[config.mk]
export PLATFORM = sky130hd
export DESIGN_NAME = pipe_hazard_ctrl_flat
export DESIGN_NICKNAME = d
export VERILOG_FILES = /design/src/rtl/pipe_pkg.sv /design/src/rtl/pipe_hazard_ctrl_if.sv /design/src/rtl/pipe_hazard_ctrl_scoreboard.sv /design/src/rtl/pipe_hazard_ctrl.sv /design/src/flat_wrapper.sv
export SDC_FILE = /design/constraint.sdc
export NUM_CORES = 1
export LEC_CHECK = 0
export CORE_MARGIN = 2
export CORE_UTILIZATION = 42
export DETAILED_ROUTE_END_ITERATION = 7
export GPL_ROUTABILITY_DRIVEN = 0
export PLACE_DENSITY_LB_ADDON = 0.15
export SLEW_MARGIN = 20
export SYNTH_ARGS = -nofsm -noshare
export SYNTH_HDL_FRONTEND = slang
export SYNTH_SLANG_ARGS = --single-unit
export TNS_END_PERCENT = 5
[constraint.sdc]
create_clock -name clk -period 3 [get_ports clk]
set_clock_uncertainty 0.05 [all_clocks]
set_input_delay 0.45 -clock clk [delete_from_list [all_inputs] [get_ports clk]]
set_output_delay 0.45 -clock clk [all_outputs]
set_load 0.02 [all_outputs]
[src/rtl/pipe_pkg.sv]
// rtl/pipe_pkg.sv - shared types and constants for the pipeline hazard controller
package pipe_pkg;

    localparam int ZERO_REG_IDX = 31;
    localparam int SB_RD_W      = 5;

    typedef enum logic [1:0] {
        HZ_RUN   = 2'd0,
        HZ_STALL = 2'd1,
        HZ_FLUSH = 2'd2
    } hz_state_t;

    typedef struct packed {
        logic               valid;
        logic [SB_RD_W-1:0] rd;
        logic               reg_write;
        logic               mem_read;
        logic               set_flags;
    } sb_entry_t;

endpackage

[src/rtl/pipe_hazard_ctrl_if.sv]
// rtl/pipe_hazard_ctrl_if.sv - ID/EX hazard bus; perf counters present with PIPE_HAZARD_PERF_EN
interface pipe_hazard_ctrl_if #(
    parameter int REG_W = 5
`ifdef PIPE_HAZARD_PERF_EN
    , parameter int CNT_W = 16
`endif
);
    logic             id_valid;
    logic [REG_W-1:0] id_rn;
    logic [REG_W-1:0] id_rm;
    logic             id_uses_rn;
    logic             id_uses_rm;
    logic [REG_W-1:0] id_rd;
    logic             id_reg_write;
    logic             id_mem_read;
    logic             id_set_flags;
    logic             id_flag_use;
    logic             ex_br_taken;

    logic             pc_we;
    logic             if_id_we;
    logic             if_id_flush;
    logic             id_ex_bubble;
    logic [1:0]       hz_state;

`ifdef PIPE_HAZARD_PERF_EN
    logic [CNT_W-1:0] stall_cnt;
    logic [CNT_W-1:0] flush_cnt;

    modport master (
        output id_valid, id_rn, id_rm, id_uses_rn, id_uses_rm, id_rd,
               id_reg_write, id_mem_read, id_set_flags, id_flag_use, ex_br_taken,
        input  pc_we, if_id_we, if_id_flush, id_ex_bubble, hz_state, stall_cnt, flush_cnt
    );
    modport slave (
        input  id_valid, id_rn, id_rm, id_uses_rn, id_uses_rm, id_rd,
               id_reg_write, id_mem_read, id_set_flags, id_flag_use, ex_br_taken,
        output pc_we, if_id_we, if_id_flush, id_ex_bubble, hz_state, stall_cnt, flush_cnt
    );
`else
    modport master (
        output id_valid, id_rn, id_rm, id_uses_rn, id_uses_rm, id_rd,
               id_reg_write, id_mem_read, id_set_flags, id_flag_use, ex_br_taken,
        input  pc_we, if_id_we, if_id_flush, id_ex_bubble, hz_state
    );
    modport slave (
        input  id_valid, id_rn, id_rm, id_uses_rn, id_uses_rm, id_rd,
               id_reg_write, id_mem_read, id_set_flags, id_flag_use, ex_br_taken,
        output pc_we, if_id_we, if_id_flush, id_ex_bubble, hz_state
    );
`endif
endinterface

[src/rtl/pipe_hazard_ctrl_scoreboard.sv]
// rtl/pipe_hazard_ctrl_scoreboard.sv - shadow EX/MEM entries with bubble insertion
module hazard_scoreboard
    import pipe_pkg::*;
#(
    parameter int REG_W = 5
) (
    input  logic             clk,
    input  logic             rst,
    input  logic             bubble,
    input  logic             idValid,
    input  logic [REG_W-1:0] idRd,
    input  logic             idRegWrite,
    input  logic             idMemRead,
    input  logic             idSetFlags,
    output sb_entry_t        exEntry,
    output sb_entry_t        memEntry
);

    always_ff @(posedge clk) begin
        if (rst) begin
            exEntry  <= '0;
            memEntry <= '0;
        end else begin
            if (bubble) begin
                exEntry <= '0;
            end else begin
                exEntry.valid     <= idValid;
                exEntry.rd        <= SB_RD_W'(idRd);
                exEntry.reg_write <= idRegWrite;
                exEntry.mem_read  <= idMemRead;
                exEntry.set_flags <= idSetFlags;
            end
            memEntry <= exEntry;
        end
    end

endmodule

[src/rtl/pipe_hazard_ctrl.sv]
// rtl/pipe_hazard_ctrl.sv - load-use/flag-use stall and taken-branch flush control (PIPE_HAZARD_PERF_EN adds counters)
module pipe_hazard_ctrl
    import pipe_pkg::*;
#(
    parameter int REG_W     = 5,
    parameter int ZERO_REG  = ZERO_REG_IDX,
    parameter int FLUSH_CYC = 1,
    parameter int CNT_W     = 16
) (
    input  logic               clk,
    input  logic               rst,
    pipe_hazard_ctrl_if.slave  bus
);

    localparam logic [1:0]       FLUSH_RELOAD = 2'(FLUSH_CYC - 1);
    localparam logic [REG_W-1:0] ZERO_IDX     = REG_W'(ZERO_REG);

    if (FLUSH_CYC < 1 || FLUSH_CYC > 3 || CNT_W < 1) begin : gBadParam
        $error("pipe_hazard_ctrl: FLUSH_CYC must be 1..3 and CNT_W at least 1");
    end

    hz_state_t        state, stateNext;
    logic [1:0]       flushCnt, flushCntNext;
    sb_entry_t        exEntry, memEntry;
    logic [REG_W-1:0] exRd;
    logic             rnHit, rmHit, loadHz, flagHz;
    logic             pcWe, ifIdWe, flush, bubble, stallStart;
    logic             unusedOk;

    hazard_scoreboard #(.REG_W(REG_W)) uScoreboard (
        .clk        (clk),
        .rst        (rst),
        .bubble     (bubble),
        .idValid    (bus.id_valid),
        .idRd       (bus.id_rd),
        .idRegWrite (bus.id_reg_write),
        .idMemRead  (bus.id_mem_read),
        .idSetFlags (bus.id_set_flags),
        .exEntry    (exEntry),
        .memEntry   (memEntry)
    );

    // MEM results are forwarded, so only the EX entry can force a stall.
    assign unusedOk = ^{memEntry, exEntry.reg_write};

    assign exRd   = REG_W'(exEntry.rd);
    assign rnHit  = bus.id_uses_rn && (bus.id_rn == exRd);
    assign rmHit  = bus.id_uses_rm && (bus.id_rm == exRd);
    assign loadHz = bus.id_valid && exEntry.valid && exEntry.mem_read &&
                    (exRd != ZERO_IDX) && (rnHit || rmHit);
    assign flagHz = bus.id_valid && exEntry.valid && bus.id_flag_use && exEntry.set_flags;

    always_ff @(posedge clk) begin
        if (rst) begin
            state    <= HZ_RUN;
            flushCnt <= '0;
        end else begin
            state    <= stateNext;
            flushCnt <= flushCntNext;
        end
    end

    // A taken branch outranks every hazard and restarts the flush window.
    always_comb begin
        stateNext    = state;
        flushCntNext = flushCnt;
        pcWe         = 1'b1;
        ifIdWe       = 1'b1;
        flush        = 1'b0;
        bubble       = 1'b0;
        stallStart   = 1'b0;
        if (bus.ex_br_taken) begin
            flush        = 1'b1;
            bubble       = 1'b1;
            flushCntNext = FLUSH_RELOAD;
            stateNext    = (FLUSH_CYC > 1) ? HZ_FLUSH : HZ_RUN;
        end else begin
            case (state)
                HZ_RUN: begin
                    if (loadHz || flagHz) begin
                        pcWe       = 1'b0;
                        ifIdWe     = 1'b0;
                        bubble     = 1'b1;
                        stallStart = 1'b1;
                        stateNext  = HZ_STALL;
                    end
                end
                HZ_STALL: stateNext = HZ_RUN;
                HZ_FLUSH: begin
                    flush  = 1'b1;
                    bubble = 1'b1;
                    if (flushCnt <= 2'd1) begin
                        stateNext = HZ_RUN;
                    end else begin
                        flushCntNext = flushCnt - 2'd1;
                    end
                end
                default: stateNext = HZ_RUN;
            endcase
        end
    end

    assign bus.pc_we        = pcWe;
    assign bus.if_id_we     = ifIdWe;
    assign bus.if_id_flush  = flush;
    assign bus.id_ex_bubble = bubble;
    assign bus.hz_state     = state;

`ifdef PIPE_HAZARD_PERF_EN
    logic [CNT_W-1:0] stallCnt, flushCntPerf;

    always_ff @(posedge clk) begin
        if (rst) begin
            stallCnt     <= '0;
            flushCntPerf <= '0;
        end else begin
            if (stallStart && (stallCnt != '1)) begin
                stallCnt <= stallCnt + 1'b1;
            end
            if (bus.ex_br_taken && (flushCntPerf != '1)) begin
                flushCntPerf <= flushCntPerf + 1'b1;
            end
        end
    end

    assign bus.stall_cnt = stallCnt;
    assign bus.flush_cnt = flushCntPerf;
`endif

endmodule

[src/flat_wrapper.sv]
// flat-port wrapper written by rule: the top's interface ports become plain ports
module pipe_hazard_ctrl_flat import pipe_pkg::*;
#(
    parameter int REG_W     = 5,
    parameter int ZERO_REG  = ZERO_REG_IDX,
    parameter int FLUSH_CYC = 1,
    parameter int CNT_W     = 16
)
  (clk, rst, bus_id_valid, bus_id_rn, bus_id_rm, bus_id_uses_rn, bus_id_uses_rm, bus_id_rd, bus_id_reg_write, bus_id_mem_read, bus_id_set_flags, bus_id_flag_use, bus_ex_br_taken, bus_pc_we, bus_if_id_we, bus_if_id_flush, bus_id_ex_bubble, bus_hz_state);
  pipe_hazard_ctrl_if #(.REG_W(REG_W)) bus_i ();
  input  logic clk;
  input  logic rst;
  input wire logic [$bits(bus_i.id_valid)-1:0] bus_id_valid;
  input wire logic [$bits(bus_i.id_rn)-1:0] bus_id_rn;
  input wire logic [$bits(bus_i.id_rm)-1:0] bus_id_rm;
  input wire logic [$bits(bus_i.id_uses_rn)-1:0] bus_id_uses_rn;
  input wire logic [$bits(bus_i.id_uses_rm)-1:0] bus_id_uses_rm;
  input wire logic [$bits(bus_i.id_rd)-1:0] bus_id_rd;
  input wire logic [$bits(bus_i.id_reg_write)-1:0] bus_id_reg_write;
  input wire logic [$bits(bus_i.id_mem_read)-1:0] bus_id_mem_read;
  input wire logic [$bits(bus_i.id_set_flags)-1:0] bus_id_set_flags;
  input wire logic [$bits(bus_i.id_flag_use)-1:0] bus_id_flag_use;
  input wire logic [$bits(bus_i.ex_br_taken)-1:0] bus_ex_br_taken;
  output wire logic [$bits(bus_i.pc_we)-1:0] bus_pc_we;
  output wire logic [$bits(bus_i.if_id_we)-1:0] bus_if_id_we;
  output wire logic [$bits(bus_i.if_id_flush)-1:0] bus_if_id_flush;
  output wire logic [$bits(bus_i.id_ex_bubble)-1:0] bus_id_ex_bubble;
  output wire logic [$bits(bus_i.hz_state)-1:0] bus_hz_state;
  assign bus_i.id_valid = bus_id_valid;
  assign bus_i.id_rn = bus_id_rn;
  assign bus_i.id_rm = bus_id_rm;
  assign bus_i.id_uses_rn = bus_id_uses_rn;
  assign bus_i.id_uses_rm = bus_id_uses_rm;
  assign bus_i.id_rd = bus_id_rd;
  assign bus_i.id_reg_write = bus_id_reg_write;
  assign bus_i.id_mem_read = bus_id_mem_read;
  assign bus_i.id_set_flags = bus_id_set_flags;
  assign bus_i.id_flag_use = bus_id_flag_use;
  assign bus_i.ex_br_taken = bus_ex_br_taken;
  assign bus_pc_we = bus_i.pc_we;
  assign bus_if_id_we = bus_i.if_id_we;
  assign bus_if_id_flush = bus_i.if_id_flush;
  assign bus_id_ex_bubble = bus_i.id_ex_bubble;
  assign bus_hz_state = bus_i.hz_state;
  pipe_hazard_ctrl #(.REG_W(REG_W), .ZERO_REG(ZERO_REG), .FLUSH_CYC(FLUSH_CYC), .CNT_W(CNT_W)) u_core (.clk(clk), .rst(rst), .bus(bus_i));
endmodule
# ---- Word level (Yosys, flattened, before mapping)
# Index checks and enable logic that the tools add are counted.
dict set report word_totals {
  regBits 12
  in_bits 25
  output_inout_bits 6
  elab_cells 41
}
dict set report classes {
  n_addsub 1
  order_cmp 1
  n_eq_ne 6
  mux 11
  bitwise_logic 1
  n_reduce_logical 15
}
# op count
set op_table {}
lappend op_table {{== test 5 bit} 2}
lappend op_table {{logical AND 1 bit} 8}
lappend op_table {{2-to-1 mux 1 bit} 7}
lappend op_table {{!= test 5 bit, second input constant} 1}
lappend op_table {{2-to-1 mux 2 bit} 2}
lappend op_table {{!= test 2 x 1 -> 1 bit, second input constant} 2}
lappend op_table {{one-hot mux 2 bit (2 select lines)} 1}
lappend op_table {{AND reduction 2 bit} 2}
lappend op_table {{OR reduction 2 bit} 2}
lappend op_table {{== test 2 bit, second input constant} 1}
lappend op_table {{less-or-equal comparator 2 x 1 -> 1 bit, second input constant} 1}
lappend op_table {{zero test 2 bit} 1}
lappend op_table {{logical OR 1 bit} 2}
lappend op_table {{one-hot mux 1 bit (2 select lines)} 1}
lappend op_table {{subtractor 2 x 1 -> 2 bit, second input constant} 1}
lappend op_table {{inverter 1 bit} 1}

# ---- Logic depth before layout (Yosys ltp)
# Gate-level depths: netlist of run 1.
dict set report depth {
  depth_word 9
  depth_mapped 6
  ltp_nobuf 4
}

# ---- Hierarchy
# From an unflattened synthesis of run 1, not the netlist that was laid out.
dict set report hier_totals {
  hier_cells 67
  area_unflattened_um2 790.8
}
# mod n_inst cells_per_inst area_per_inst_um2 seq_area_each_um2
set modules_own_cells {}
lappend modules_own_cells {hazard_scoreboard 1 38 555.5 360.3}
lappend modules_own_cells {pipe_hazard_ctrl 1 29 235.2 20.0}

# ---- Least setup slack after synthesis of run 1
# OpenSTA, ideal clock, no wires.
dict set report synth_timing {
  path_kind {in2out}
  startpoint {input port bus_id_rm[1]}
  endpoint {output port bus_id_ex_bubble}
  arrival_time_ns 1.534
  t_required_ns 2.500
  slack_ns 0.966
  path_stages 4
  path_buffers 0
  path_cell_list {xnor2_1 -> nand4_1 -> o22a_1 -> o31ai_1}
}
dict set report synth_between {
  elab_chain_cells 8
}
# item line
set synth_rtl {}
lappend synth_rtl {{start, declared} flat_wrapper.sv:15} ;# input wire logic [$bits(bus_i.id_rm)-1:0] bus_id_rm;
lappend synth_rtl {{== test 5 bit} pipe_hazard_ctrl.sv:48} ;# assign rmHit = bus.id_uses_rm && (bus.id_rm == exRd);
lappend synth_rtl {{logical AND 1 bit} pipe_hazard_ctrl.sv:48}
lappend synth_rtl {{logical OR 1 bit} pipe_hazard_ctrl.sv:50} ;# (exRd != ZERO_IDX) && (rnHit || rmHit);
lappend synth_rtl {{logical AND 1 bit} pipe_hazard_ctrl.sv:50}
lappend synth_rtl {{logical OR 1 bit} pipe_hazard_ctrl.sv:80} ;# if (loadHz || flagHz) begin
lappend synth_rtl {{2-to-1 mux 1 bit} pipe_hazard_ctrl.sv:80}
lappend synth_rtl {{one-hot mux 1 bit (2 select lines)} pipe_hazard_ctrl.sv:78} ;# case (state)
lappend synth_rtl {{2-to-1 mux 1 bit} pipe_hazard_ctrl.sv:72} ;# if (bus.ex_br_taken) begin
lappend synth_rtl {{end, declared} flat_wrapper.sv:27} ;# output wire logic [$bits(bus_i.id_ex_bubble)-1:0] bus_id_ex_bubble;
# No other way between the ends.

# ---- Final worst setup path of run 1
dict set report layout_timing {
  startpoint {input port bus_id_rm[2]}
  endpoint {output port bus_id_ex_bubble}
}
# The elaborated chain is that of the path after synthesis.

==> results.ini, run 1 <==
[finish]
final_common_cell = clkdlybuf4s50_1
area_delta_synth_final_pct = 46.30
drive_gt1_frac = 0.1091
nFillCells = 141
antenna_cells = 0
final_cell_mix = clkdlybuf4s50_1 (28), nand3_1 (17), nand2_1 (13), xnor2_1 (10), dfxtp_1 (9)
nets = 136

[worst_setup_path]
r2r_start = u_core.uScoreboard.exEntry[8]
setup.worst_path.start_class = input port
crit_chain = clkdlybuf4s50_1 > xnor2_1 > nand4_1 > o22a_1 > o31ai_1 > clkdlybuf4s50_1
cp_max_fo = 2
crit_buf_inv = 2
reg2regPathDepth = 5
cp_slowest_cell = clkdlybuf4s50_1
regToRegEndpoint = u_core.bus.hz_state[0]
cp.arrival_ns = 2.37
worst-setup-path-type = in2out
r2r_setup_slack_ns = 1.48
crit_path_end_kind = primary output
crit_path_max_incr_delay_ns = 0.65
path_delay_family = buffers and inverters
required_ns = 2.50
cp_common_cell = clkdlybuf4s50_1

[detailed_routing]
route.antenna.remaining_nets = 0
routed_wl_um = 1528
drcViolationCount = 0
routed_via_density = 5.397
wl_per_cell_um = 12.13
first_pass_iters = 5
drtIter0Drc = 13
vias = 680

[power]
finalPower_w = 0.0003423
seqPwrFrac = 0.416
p_sw_w = 0.00009770
vdd_drop_max_uv = 222.1
switching_share = 0.2855
p_int_w = 0.0002446
clkPwrFrac = 0.265
combPwrFrac = 0.319
p_per_area_nw_per_um2 = 363.8
leakage_nw = 0.3159

[flow_run]
drv_cap = 0

[sta]
clock.fmax_ghz = 0.3481
timing.hold.ws_ns = 0.4700
worstMarginPinSlew_ns = 0.5103
fin_crit_ns = 2.873
finalHoldViolCount = 0
fin_crit_sh = 0.9576
setup_viol = 0
slew_headroom = 0.6598
fin_tns_setup_ns = 0
rsz0062_at_grt = false
slew_violations = 0

[clocking]
post_cts_buffers = 0
htreeDepth = 1
post_cts_resized = 0
cts_tree = done
cts_made_buffers = 3
cts_root_buffer = clkbuf_4
clk_pin_slew_ns = 0.06
clockBufferDepth = 2
numClockSinks = 9
clk_latency_ns = 0.26
hold_buffers = 0

[logic_synthesis]
ys_seq_area_frac = 0.2802
syn_inst = 82
yosys_warnings = 0
ys_seq_elements = 9
avgSynthCellArea_sq_um = 7.843
yosys.area.top_type = dfxtp_1
yosysTopAreaCellShare = 0.2802
syn_nets = 107
ys_top_cells_by_area = dfxtp_1 (28%), xnor2_1 (14%), nand3_1 (13%), nand2_1 (7.6%), o211ai_1 (7.0%)
ys_types = 24
syn_area_sq_um = 643.1

[worst_hold_path]
holdCritStartpoint = u_core.uScoreboard.exEntry[0]
hold_end = u_core.bus.hz_state[0]
min_path_cells = 2
hp-class = reg2reg

[die]
core-area_sq_um = 1471
die_w_um = 43.13
ios = 31
fp-row-count = 14
die_height_um = 43.13
initial_core_util = 0.4371
dieArea_sq_um = 1860

[run_status]
status = finished clean

[global_route]
antenna_found_initial = 0
grt_max_degree = 17
gr-total-overflow = 0
grt_pass1_vias = 603
grt_pass1_wl_um = 2580
gr-usage-all-layers = 0.1797

[placement]
numPortBuffers = 28
dp_hpwl_um = 1200

## state kept, by name, indices dropped and copies added, names as in the netlist
name                        cells
u_core.bus.hz_state             1
u_core.uScoreboard.exEntry      8
## cell families after synthesis
family / Yosys count / synth area share
AOI/OAI and AO/OA: 15 / 0.1926
buffers and inverters: 7 / 0.07977
and+or+nand+nor: 40 / 0.3055
xor gates and xnor gates: 10 / 0.1362
DFF: 9 / 0.2802
other: 1 / 0.005831
## cell type report
type / instances / area (sq um) / share of cell area
multi-input combinational: 66 / 411.6 / 0.4375
tap: 16 / 20.02 / 0.02128
timing repair buffer: 31 / 302.8 / 0.3218
clock buffer: 4 / 26.28 / 0.02793
sequential: 9 / 180.2 / 0.1915
## synthesized netlist by cell type
cell type and instances:
nor2_1 1, a31oi_1 1, or2_1 1, and2_1 1
buf_6 1, o22a_1 1, o211ai_1 6, dfxtp_1 9
xnor2_1 10, nand3_1 17, o22ai_2 1, o21ai_1 1
nor2_2 1, buf_4 4, nor3_1 2, nand4_1 3
o21ai_2 1, buf_2 2, a21oi_1 1, or4_4 1
o211ai_2 2, conb_1 1, nand2_1 13, o31ai_1 1
## through the flow
stage          cell area [sq um]    util  setup WS (ns)  std cells
6_report                   940.9  0.6395         0.1271        126
3_3_place_gp               914.6  0.6216         0.1626        122
5_1_grt                    940.9  0.6395       0.008386        126
4_1_cts                    940.9  0.6395        0.09737        126
3_5_place_dp               914.6  0.6216        0.08630        122
2_1_floorplan              643.1       -         0.9656         82
## power by group through the flow
stage               clock network, W  logic (W)  registers, W
global route                0.000101   0.000120      0.000144
detailed placement                 0   0.000110      0.000145
global placement                   0   0.000107      0.000145
floorplan                          0  0.0000638      0.000142
CTS                        0.0000917   0.000110      0.000143
finish                     0.0000907   0.000109      0.000142
## layer usage
layer | vias to the layer above | track usage | part of all wire
met4 | 0 | 0.07273 | 0
met5 | - | 0 | 0
met2 | 25 | 0.2776 | 0.49
met3 | 0 | 0.02979 | 0.063
met1 | 306 | 0.2455 | 0.44
li1 | 349 | - | -
## worst reg2reg max path, delay by kind of cell, from the launching register on
| kind | cells | cell delay [ns] |
|---|---|---|
| AO/OA/AOI/OAI | 1 | 0.12 |
| buffers and inverters | 1 | 0.19 |
| AND/OR/NAND/NOR | 3 | 0.79 |
| flip-flops | 1 | 0.31 |
## worst max-delay path by stage
stage / from / to / slack, ns / cells after the start
after floorplan: bus_id_rm[1] / bus_id_ex_bubble / 0.97 / 4
after global placement: bus_id_rm[1] / bus_id_ex_bubble / 0.16 / 6
after detailed placement: bus_id_rm[2] / bus_id_ex_bubble / 0.09 / 6
after CTS: bus_id_rm[2] / bus_id_ex_bubble / 0.1 / 6
after global routing: bus_id_rm[2] / bus_id_ex_bubble / 0.008 / 6
final: bus_id_rm[2] / bus_id_ex_bubble / 0.13 / 6
No activity file was read; power rests on OpenSTA's default activity.
==> run 2: changes to the inputs <==
Settings changed: GPL_ROUTABILITY_DRIVEN 0 to unset.
==> results of run 2 <==
The final DEF is identical to that of run 1; final timing and power are the same.
==> run 3: changes to the inputs <==
Settings changed: CORE_MARGIN 2 to 10, GPL_ROUTABILITY_DRIVEN set to 0.
==> run 3 against run 2 <==
  * Maximum frequency is 7.5% higher
  * Register-to-register slack is essentially flat
  * Non-clock buffer count unchanged
  * Worst hold slack got worse by 0.0019 ns
  * Critical path type unchanged
  * Critical endpoint is now bus_if_id_we
==> results.ini, run 3 (synthesis gave the netlist of run 1 again) <==
[global_route]
grt_pass1_vias = 647
gr-usage-all-layers = 0.09583
grtUsageMet2 = 0.1667
gr-total-overflow = 0
met1_usage = 0.09674
antenna_found_initial = 0
grt_max_degree = 17
grt_pass1_wl_um = 2663
use_met3 = 0.02361
grt.busiest_layer = met2

[die]
fp-row-count = 14
ios = 31
die_height_um = 59.13
die_w_um = 59.13
core-area_sq_um = 1471
dieArea_sq_um = 3496
initial_core_util = 0.4371

[finish]
largest_reg_flops = 8
layoutNonFillerInstCount = 126
nFillCells = 134
antenna_cells = 0
regMostFlops = u_core.uScoreboard.exEntry
nets = 136
drive_gt1_frac = 0.1091
final_cell_mix = clkdlybuf4s50_1 (27), nand3_1 (17), nand2_1 (13), xnor2_1 (10), dfxtp_1 (9)
final_common_cell = clkdlybuf4s50_1
area_delta_synth_final_pct = 46.69

[worst_hold_path]
hp-class = reg2reg

[worst_setup_path]
regToRegEndpoint = u_core.bus.hz_state[0]
cp_max_fo = 4
cp.arrival_ns = 2.17
crit_path_end_kind = primary output
crit_buf_inv = 2
crit_path_max_incr_delay_ns = 0.56
crit_end = bus_if_id_we
required_ns = 2.50
startpoint = bus_id_valid
worst-setup-path-type = in2out
r2r_setup_slack_ns = 1.47
r2r_start = u_core.uScoreboard.exEntry[8]
reg2regPathDepth = 5
setup.worst_path.start_class = input port
path_delay_family = buffers and inverters
cp_slowest_cell = clkdlybuf4s50_1
path_depth = 6
crit_chain = clkdlybuf4s50_1 > nand2_1 > or2_1 > nor3_1 > a21oi_1 > clkdlybuf4s50_1
cp_common_cell = clkdlybuf4s50_1

[detailed_routing]
vias = 688
routed_wl_um = 1770
drtIter0Drc = 9
first_pass_iters = 4
route.antenna.remaining_nets = 0
drcViolationCount = 0
routed_via_density = 5.460
wl_per_cell_um = 14.05

[sta]
fin_crit_sh = 0.8910
finalHoldViolCount = 0
rsz0062_at_grt = false
clock.fmax_ghz = 0.3741
fin_tns_setup_ns = 0
setup_viol = 0
fin_crit_ns = 2.673
slew_violations = 0

[power]
leakage_nw = 0.3249
vdd_drop_max_uv = 181.9
p_per_area_nw_per_um2 = 362.6

[run_status]
status = finished clean

[clocking]
clockBufferDepth = 2
post_cts_buffers = 0
htreeDepth = 1
numClockSinks = 9
cts_made_buffers = 3
clk_latency_ns = 0.26
clk_pin_slew_ns = 0.05
cts_root_buffer = clkbuf_4
cts_tree = done

[placement]
numPortBuffers = 28
dp_hpwl_um = 1462
placedCellCount = 122

[flow_run]
drv_cap = 0

run 3: worst reg2reg max path, cell delays in order, from the launching register on:
cell,delay (ns)
dfxtp_1,0.30
nand2_1,0.05
or2_1,0.26
buf_4,0.19
or4_4,0.49
o21ai_2,0.13
run 3: through the flow:
stage | power (W) | setup WS, ns | utilization | area (sq um) | hold slack (ns)
final | 0.0003420 | 0.3271 | 0.6412 | 943.4 | 0.4681
after global routing | 0.0003602 | 0.1752 | 0.6412 | 943.4 | 0.4881
after detailed placement | 0.0002548 | 0.1138 | 0.6216 | 914.6 | 0.4707
after global placement | 0.0002519 | 0.1544 | 0.6216 | 914.6 | 0.4644
after floorplan | 0.0002061 | 0.9656 | - | 643.1 | 0.4314
after CTS | 0.0003467 | 0.1169 | 0.6395 | 940.9 | 0.4768
run 3: area by class of cell:
class	instances	area (sq um)	share of cell area
repair buffers	31	305.3	0.3236
well taps	16	20.02	0.02122
flip-flops and latches	9	180.2	0.1910
clock buffers	4	26.28	0.02785
multi-input cells	66	411.6	0.4363
run 3: worst min path at each step:
| stage | end | slack [ns] | depth (start not counted) | startpoint |
|---|---|---|---|---|
| finish | u_core.bus.hz_state[0] | 0.47 | 2 | u_core.uScoreboard.exEntry[0] |
| global route | u_core.bus.hz_state[0] | 0.49 | 2 | u_core.uScoreboard.exEntry[0] |
| CTS | u_core.bus.hz_state[0] | 0.48 | 2 | u_core.uScoreboard.exEntry[0] |
| detailed placement | u_core.bus.hz_state[0] | 0.47 | 2 | u_core.uScoreboard.exEntry[0] |
| global placement | u_core.bus.hz_state[0] | 0.46 | 2 | u_core.uScoreboard.exEntry[0] |
| floorplan | u_core.bus.hz_state[0] | 0.43 | 2 | u_core.uScoreboard.exEntry[0] |
run 3: layer usage:
metal  vias to the layer above  routed length (um)
met5                         -                   0
met4                         0                  23
met3                         2                 121
met2                        22                 848
met1                       313                 775
li1                        351                   -
run 3: what timing repair did:
action                     CTS  global route
setup endpoints to repair    0             1
gates resized for setup      0             1
hold buffers                 0             0
run 3: where the power goes:
group          internal [W]  leakage [nW]  switching, W   total, W
combinational     0.0000617         0.235     0.0000484   0.000110
clock             0.0000510        0.0150     0.0000389  0.0000900
sequential         0.000132        0.0748     0.0000103   0.000142
total              0.000244         0.325     0.0000976   0.000342
==> RTL change (flow settings as in run 2) <==
`REG_W` is set to 5 in 4 places; all go to 10.
--- a/src/rtl/pipe_hazard_ctrl_if.sv
+++ b/src/rtl/pipe_hazard_ctrl_if.sv
@@ -2,3 +2,3 @@
 interface pipe_hazard_ctrl_if #(
-    parameter int REG_W = 5
+    parameter int REG_W = 10
 `ifdef PIPE_HAZARD_PERF_EN
--- a/src/rtl/pipe_hazard_ctrl_scoreboard.sv
+++ b/src/rtl/pipe_hazard_ctrl_scoreboard.sv
@@ -4,3 +4,3 @@
 #(
-    parameter int REG_W = 5
+    parameter int REG_W = 10
 ) (
--- a/src/rtl/pipe_hazard_ctrl.sv
+++ b/src/rtl/pipe_hazard_ctrl.sv
@@ -4,3 +4,3 @@
 #(
-    parameter int REG_W     = 5,
+    parameter int REG_W     = 10,
     parameter int ZERO_REG  = ZERO_REG_IDX,
--- a/src/flat_wrapper.sv
+++ b/src/flat_wrapper.sv
@@ -3,3 +3,3 @@
 #(
-    parameter int REG_W     = 5,
+    parameter int REG_W     = 10,
     parameter int ZERO_REG  = ZERO_REG_IDX,
Interface: changed (resized bus_id_rd, bus_id_rm and bus_id_rn); port bits go from 31 to 46. No check against the original RTL was run, so the function may have changed too.
==> RTL change against run 2 <==
Sequential cell count unchanged; global-route usage increased by 1.1 points; area after synthesis increased by 5.1%; worst setup slack improved by 97 ps; die area increased by 4.6%; first-iteration DRC count decreased by 31%; wire length increased by 16%; combinational power decreased by 16%; total power decreased by 6.3%; final area increased by 14%; critical endpoint unchanged; highest routed layer is now met4.
==> RTL change: results (changes against run 2) <==
| Metric | Value |
|---|---|
| Status | completed (unchanged) |
| DRT iter0 DRCs | 9 (was 13) |
| Top cells by instance count after synthesis | nand3_1 (18), xnor2_1 (10), dfxtp_1 (9) (was nand3_1 (17), nand2_1 (13), xnor2_1 (10)) |
| Synth warnings | 0 (unchanged) |
| Gpl congestion | 0.704 (was 0.729) |
| Routing usage on met2 | 34.7% (was 27.8%) |
| Reg2Reg Depth | 5 (unchanged) |
| Internal reg-to-reg setup slack | 1550 ps (was 1480 ps) |
| Port bufs | 38 (was 28) |
| Final net count | 162 (was 136) |
| Seq pwr share | 42.0% (was 41.6%) |
| Met3 wire length | 164 um (was 97 um) |
| Post-synthesis sequential area ratio | 26.7% (was 28.0%) |
| Switching power | 0.0806 mW (was 0.0977 mW) |
| Clock buffer depth | 2 (unchanged) |
| Total Routing Usage GR | 19.1% (was 18.0%) |
| Top Metal Used | met4 (was met3) |
| Later-pin clock latency in the skew report | 260 ps (about the same) |
| Leading post-synthesis cells by cell area | dfxtp_1 (27%), nand3_1 (13%), xnor2_1 (13%), o211ai_1 (8.9%), nand2b_1 (6.5%) (was dfxtp_1 (28%), xnor2_1 (14%), nand3_1 (13%), nand2_1 (7.6%), o211ai_1 (7.0%)) |
| GR Util met3 | 5.71% (was 2.98%) |
| Hold Path Stages | 3 (was 2) |
| Reg-to-Reg Start | u_core.uScoreboard.exEntry[7] (was u_core.uScoreboard.exEntry[8]) |
| CP Data Arrival Time | 2280 ps (was 2370 ps) |
| Met2 routed WL | 866 um (was 752 um) |
| FMAX | 360 MHz (was 348 MHz) |
| Static leakage | 0.367 nW (was 0.316 nW) |
| Pre-CTS WS | 187 ps (was 86.3 ps) |
| DP Cell Count | 133 (was 122) |
| Reg-to-reg critical path endpoint | u_core.uScoreboard.exEntry[6] (was u_core.bus.hz_state[0]) |
| Fin cells | 137 (was 126) |
| CTS H-tree depth | 1 (unchanged) |
| Power share of the clock group | 29.5% (was 26.5%) |
| Layout cells sized above 1 | 9.92% (was 10.9%) |
| VDD IR max | 214 uV (was 222 uV) |
| Routed len/inst | 13.0 um (was 12.1 um) |
| Worst-path fanout max | 4 (was 2) |
| M1 WL | 733 um (was 678 um) |
| First-pass GRT wire length | 2.75 mm (was 2.58 mm) |
| Dpl hpwl | 1.46 mm (was 1.20 mm) |
| Crit-path max cell delay | 590 ps (was 650 ps) |
| P_seq | 0.135 mW (was 0.142 mW) |
| M1 GR Usage | 20.6% (was 24.5%) |
| Multi-input gate area | 437 sq um (was 412 sq um) |
| Placed cell area | 1050 sq um (was 915 sq um) |
| Pre-antenna DRT Iters | 4 (was 5) |
| FILL cells | 131 (was 141) |
| Hold wc startpoint | u_core.uScoreboard.exEntry[1] (was u_core.uScoreboard.exEntry[0]) |
| Synth Area per Inst | 8.14 sq um (was 7.84 sq um) |
| Worst-Margin Slew | 571 ps (was 510 ps) |
| Vias in the first global route | 690 (was 603) |
| Syn_nets | 123 (was 107) |
| Hold_ws | 641 ps (was 470 ps) |
RTL change: changes by cell type after synthesis, sizes merged, moves of 2 or more:
cell | run 2 | this run
o21ai | 2 | 0
nand2b | 0 | 7
nand2 | 13 | 0
nor4b | 0 | 2
nor4 | 0 | 2
nor2 | 2 | 5
RTL change: cell families (layout without fill, tap and decap cells):
kind of cell    Yosys count  after routing  share of synthesized area [%]
simple gates             41             41                           35.0
compound gates           13             13                           16.1
xor+xnor                 10             10                           13.0
flops                     9              9                           26.7
buf+inv                   9             47                           8.70
other cells               1              1                          0.555
RTL change: worst register-to-register path, cell delays in order (launching register included):
cell,delay (ps)
dfxtp_1,390
nand4_1,140
o2111ai_2,270
buf_4,220
or2b_1,240
o211ai_1,80
RTL change: final cells by class:
cell class              count  area share (%)
flip-flops and latches      9            16.7
repair buffers             42            38.1
well taps                  16            1.86
inverters                   1           0.348
multi-input cells          65            40.5
clock buffers               4            2.44
